### src/rtl/drum_pkg.sv
// Shared sizes, state encoding and handy types for the drum step sequencer.
package drum_pkg;

  localparam int NUM_VOICES = 4;
  localparam int NUM_STEPS  = 16;
  localparam int STEP_W     = $clog2(NUM_STEPS);
  localparam int VOICE_W    = (NUM_VOICES > 1) ? $clog2(NUM_VOICES) : 1;

  typedef enum logic [1:0] {
    IDLE    = 2'd0,
    ARMED   = 2'd1,
    PLAYING = 2'd2
  } seq_state_t;

  typedef logic [STEP_W-1:0]     step_t;
  typedef logic [NUM_VOICES-1:0] voice_mask_t;
  typedef logic [VOICE_W-1:0]    voice_t;

endpackage

### src/rtl/toggle_edge_detect.sv
// Registers the beat square wave and flags every transition, rising or falling.
module toggle_edge_detect (
  input  logic clock,
  input  logic reset,
  input  logic beat,
  output logic tick
);

  logic beat_q;

  // Remember last cycle's beat level; cleared to 0 so a high beat right after reset is a tick.
  // NOTE: sequential state uses non-blocking (<=) so every flop samples pre-edge values.
  always_ff @(posedge clock) begin
    if (!reset) beat_q <= 1'b0;
    else        beat_q <= beat;
  end

  assign tick = beat ^ beat_q;

endmodule

### src/rtl/step_sequencer.sv
// Beat-driven looping step sequencer with a writable voices x steps trigger grid.
module step_sequencer
  import drum_pkg::*;
(
  input  logic        clock,
  input  logic        reset,
  input  logic        beat,
  input  logic        run,
  input  logic        restart,
  input  step_t       last_step,
  input  logic        wr_en,
  input  voice_t      wr_voice,
  input  step_t       wr_step,
  input  logic        wr_data,
  output step_t       step,
  output voice_mask_t trig,
  output logic        step_tick,
  output logic        running
);

  logic                 tick;
  seq_state_t           state;
  logic [NUM_STEPS-1:0] pattern [NUM_VOICES];
  step_t                wrap_step;
  step_t                play_step;
  voice_mask_t          play_trig;

  toggle_edge_detect u_edge (
    .clock (clock),
    .reset (reset),
    .beat  (beat),
    .tick  (tick)
  );

  // Pattern grid: written in any state; a wr_voice matching no row writes nothing.
  // NOTE: the grid must read back all zeros after reset, so it is built from resettable flops rather than a RAM.
  always_ff @(posedge clock) begin
    if (!reset) begin
      for (int v = 0; v < NUM_VOICES; v++) pattern[v] <= '0;
    end else begin
      for (int v = 0; v < NUM_VOICES; v++) begin
        if (wr_en && wr_voice == VOICE_W'(v)) pattern[v][wr_step] <= wr_data;
      end
    end
  end

  // Choose the step the next tick plays and fetch its column, forwarding a same-cycle write.
  // NOTE: every always_comb output gets a default first so no path can infer a latch.
  always_comb begin
    wrap_step = (step >= last_step) ? '0 : step + step_t'(1);
    play_step = '0;
    if (state == PLAYING && !restart) play_step = wrap_step;
    play_trig = '0;
    for (int v = 0; v < NUM_VOICES; v++) begin
      if (wr_en && wr_voice == VOICE_W'(v) && wr_step == play_step) play_trig[v] = wr_data;
      else                                                           play_trig[v] = pattern[v][play_step];
    end
  end

  // Play-control FSM; stop beats tick, tick beats a stand-alone restart.
  always_ff @(posedge clock) begin
    if (!reset) begin
      state     <= IDLE;
      step      <= '0;
      trig      <= '0;
      step_tick <= 1'b0;
    end else begin
      trig      <= '0;
      step_tick <= 1'b0;
      unique case (state)
        IDLE: begin
          if (run) state <= ARMED;
        end
        ARMED, PLAYING: begin
          if (!run) begin
            state <= IDLE;
            step  <= '0;
          end else if (tick) begin
            state     <= PLAYING;
            step      <= play_step;
            trig      <= play_trig;
            step_tick <= 1'b1;
          end else if (restart && state == PLAYING) begin
            state <= ARMED;
          end
        end
        default: state <= IDLE;
      endcase
    end
  end

  assign running = (state != IDLE);

endmodule

### config.mk
export PLATFORM = sky130hd
export DESIGN_NAME = step_sequencer
export DESIGN_NICKNAME = d
export VERILOG_FILES = /design/src/rtl/drum_pkg.sv /design/src/rtl/toggle_edge_detect.sv /design/src/rtl/step_sequencer.sv
export SDC_FILE = /design/constraint.sdc
export NUM_CORES = 1
export LEC_CHECK = 0
export CORE_ASPECT_RATIO = 1.75
export CORE_UTILIZATION = 55
export CTS_BUF_LIST = sky130_fd_sc_hd__clkbuf_4
export CTS_CLUSTER_SIZE = 16
export DETAILED_ROUTE_END_ITERATION = 6
export PLACE_DENSITY = 0.72
export RECOVER_POWER = 50
export SLEW_MARGIN = 10
export SYNTH_ARGS = -nofsm -noshare
export SYNTH_HDL_FRONTEND = slang
export SYNTH_SLANG_ARGS = --single-unit
export TNS_END_PERCENT = 100
### constraint.sdc
create_clock -name clock -period 3.3 [get_ports clock]
set_input_delay 0.825 -clock clock [delete_from_list [all_inputs] [get_ports clock]]
set_output_delay 0.825 -clock clock [all_outputs]
set_load 0.1 [all_outputs]
==> impl_metrics.json <==
{
  "setup_tns_ns": 0,
  "synth_top_area_share_pct": 45.32,
  "finalSetupViolations": 0,
  "gr-total-overflow": 0,
  "clk_pin_slew_ns": 0.12,
  "num_rows": 42,
  "numCtsBuffers": 9,
  "finalHoldViolations": 0,
  "path_class": "in -> reg",
  "grt_max_degree": 42,
  "cts_root_buffer": "clkbuf_4",
  "seq_area_frac_synth_pct": 50.99,
  "synth_top_cell_by_area": "edfxtp_1",
  "drtIter0Drc": 268,
  "finalMaxSlewViolations": 0,
  "io_buffers": 26,
  "synthFlopType": "edfxtp_1",
  "min_path_type": "reg -> reg",
  "yosysWarnings": 0,
  "pin_count": 27,
  "ant_nets": 0,
  "slew_headroom_pct": 14.66,
  "wl_per_cell_um": 19.00,
  "areaGrowthSynthToFinish_pct": 8.527,
  "most-common-layout-cells": "nor2_1 (78), o21ai_0 (69), edfxtp_1 (64)",
  "die_w_um": 68.38,
  "die_y_um": 118.2,
  "min_period_over_period_pct": 86.91,
  "synth-edff-count": 64,
  "grt_pass1_wl_um": 15390,
  "synthCells": 405,
  "cp.buffers_inverters": 1,
  "cts_buffer_depth": 2,
  "finClkSkew_ns": 0.01787,
  "synth_area_per_cell_um2": 10.47,
  "comb_power_share_pct": 12.4,
  "synth_top_family_by_area": "simple AND/OR/NAND/NOR gates",
  "post_cts_buffers": 0,
  "nets": 448,
  "p_int_uw": 1396,
  "synth.area.mux_share_pct": 9.885,
  "fin_total_pwr_uw": 1891,
  "globalplace.congestion": 0.9244,
  "synth_cell_type_count": 54,
  "vias_per_cell": 6.291,
  "core_um2": 7515,
  "worstSetupStartpointType": "primary input",
  "syn_nets": 431,
  "crit_path_end_kind": "flop",
  "wirelength_um": 9786,
  "synth.area.top_cells": "edfxtp_1 (45%), o21ai_0 (8.1%), mux4_2 (7.4%)",
  "p_per_area_nw_per_um2": 410.9,
  "slowest_stage": "clkbuf_1",
  "clk_latency_ns": 0.43,
  "peakVddDrop_mv": 0.2451,
  "async_flop_share_pct": 0,
  "p_sw_uw": 494.6,
  "pwr-share-seq_pct": 58.2,
  "cp_slowest_stage_delay_ns": 0.91,
  "timing.fmax_mhz": 348.7,
  "grt_antenna_before_repair": 0,
  "hpwl_um": 7067,
  "p_clk_share_pct": 29.4,
  "outcome": "finished clean",
  "clkSinkCount": 76,
  "diodes": 0,
  "maxCapViolCount": 0,
  "first_pass_iters": 5,
  "synth_xor_area_share_pct": 1.446,
  "path_delay_family": "buffers and inverters",
  "synth_adder_area_share_pct": 2.656,
  "ys_seq_elements": 76,
  "drive_above_1_share_pct": 11.94,
  "gr-usage-all-layers_pct": 26.62,
  "leakagePower_uw": 0.001445,
  "tritoncts": "yes",
  "crit_required_ns": 3.41,
  "switching_share_pct": 26.15,
  "layout_commonest_cell": "nor2_1",
  "netlist_area_um2": 4240,
  "synth_compound_area_share_pct": 15.05,
  "htree_levels": 3,
  "cts_hold_buf": 0,
  "initial_core_util_pct": 56.43,
  "die-area_um2": 8079,
  "crit_path_max_fanout": 36,
  "max_slew.worst_pin.slew_ns": 1.280,
  "path_cells": "clkbuf_1, nand3_1, o21ai_0",
  "cts_resized": 0,
  "vias": 3240,
  "drcViolationCount": 0,
  "grt_pass1_vias": 3152,
  "crit_arrival_ns": 2.98,
  "synthSimpleGateAreaFrac_pct": 15.70,
  "period_needed_ns": 2.868,
  "grt_setup_unrepaired": "false"
}
==> worst paths after layout <==
check	start	to	slack [ns]	depth (start not counted)
worst min-delay path	state[1]	state[1]	0.51	2
worst min register to register	state[1]	state[1]	0.51	2
worst max-delay path	reset	pattern[2][7]	0.43	3
worst max register to register	step[1]	trig[2]	0.79	7
==> power groups by stage <==
| stage | Clock, uW | Sequential (uW) | Combinational (uW) |
|---|---|---|---|
| 3_5_place_dp | 0 | 1120 | 236 |
| 4_1_cts | 563 | 1100 | 237 |
| 5_1_grt | 608 | 1110 | 257 |
| 2_1_floorplan | 0 | 1130 | 152 |
| 3_3_place_gp | 0 | 1120 | 230 |
| 6_report | 555 | 1100 | 235 |
==> worst register-to-register path, stage by stage, from the launching register on <==
cell,delay (ns)
dfxtp_1,0.49
ha_1,0.48
xor2_4,0.34
and2_1,0.21
a31o_1,0.17
a311oi_2,0.14
nor4b_1,0.41
mux2i_1,0.21
==> cell type report <==
| cell class | count | area (um2) |
|---|---|---|
| Timing Repair Buffer | 36 | 261.5 |
| Multi-Input combinational cell | 288 | 1897 |
| Clock inverter | 6 | 55.05 |
| Clock buffer | 10 | 75.07 |
| Tap cell | 88 | 110.1 |
| Fill cell | 641 | 2913 |
| Sequential cell | 76 | 2162 |
| Inverter | 11 | 41.29 |
==> registers in the layout (all words and copies together) (netlist names) <==
signal,cells
step_tick,1
state,2
pattern,64
trig,4
step,4
u_edge.beat_q,1
==> synth_stat cells (2+ instances only) <==
library cell / n
o211ai_1: 2
xnor2_1: 2
o2111ai_1: 2
o22ai_1: 3
o41ai_1: 2
clkbuf_1: 18
a221o_1: 2
a21oi_1: 3
clkbuf_2: 2
buf_2: 5
a22o_1: 2
nand2_1: 27
nor2_1: 78
nor3_1: 2
and2_1: 4
mux2_2: 3
edfxtp_1: 64
mux4_2: 14
ha_1: 9
mux2i_1: 7
buf_4: 3
nor4b_1: 3
inv_1: 11
nor4_1: 3
nor2b_1: 5
a31oi_1: 2
dfxtp_1: 12
o21bai_1: 2
nand4_1: 5
o21ai_0: 69
a211oi_1: 2
nand3_1: 14
a211o_1: 2
==> through the flow <==
stage | hold WS [ns] | utilization, % | std cells | setup slack (ns) | area [um2]
CTS | 0.5121 | 61.99 | 515 | 0.5226 | 4658
finish | 0.5133 | 61.24 | 515 | 0.4318 | 4602
global placement | 0.4830 | 60.26 | 499 | 0.1354 | 4528
global route | 0.5452 | 61.24 | 515 | 0.2158 | 4602
floorplan | 0.4682 | - | 405 | 0.01147 | 4240
detailed placement | 0.4948 | 60.26 | 499 | 0.06981 | 4528
==> routing by layer <==
layer	routed length [um]	part of all wire (%)	track usage, %	up-vias
met1	3547	36	29.19	1551
met5	0	0	0	-
met2	5397	55	45.28	132
li1	-	-	-	1523
met4	406	4.1	14.19	0
met3	435	4.4	6.178	34
==> cell families (layout without fill, tap and decap cells) <==
family,Yosys count,in the layout
multiplexers,24,24
flip-flops,76,76
buffers and inverters,41,63
AND/OR/NAND/NOR,147,147
AO/OA/AOI/OAI,104,104
adder cells (fa/ha/maj),9,9
XOR/XNOR,4,4
Power figures use the tool's default switching activity.
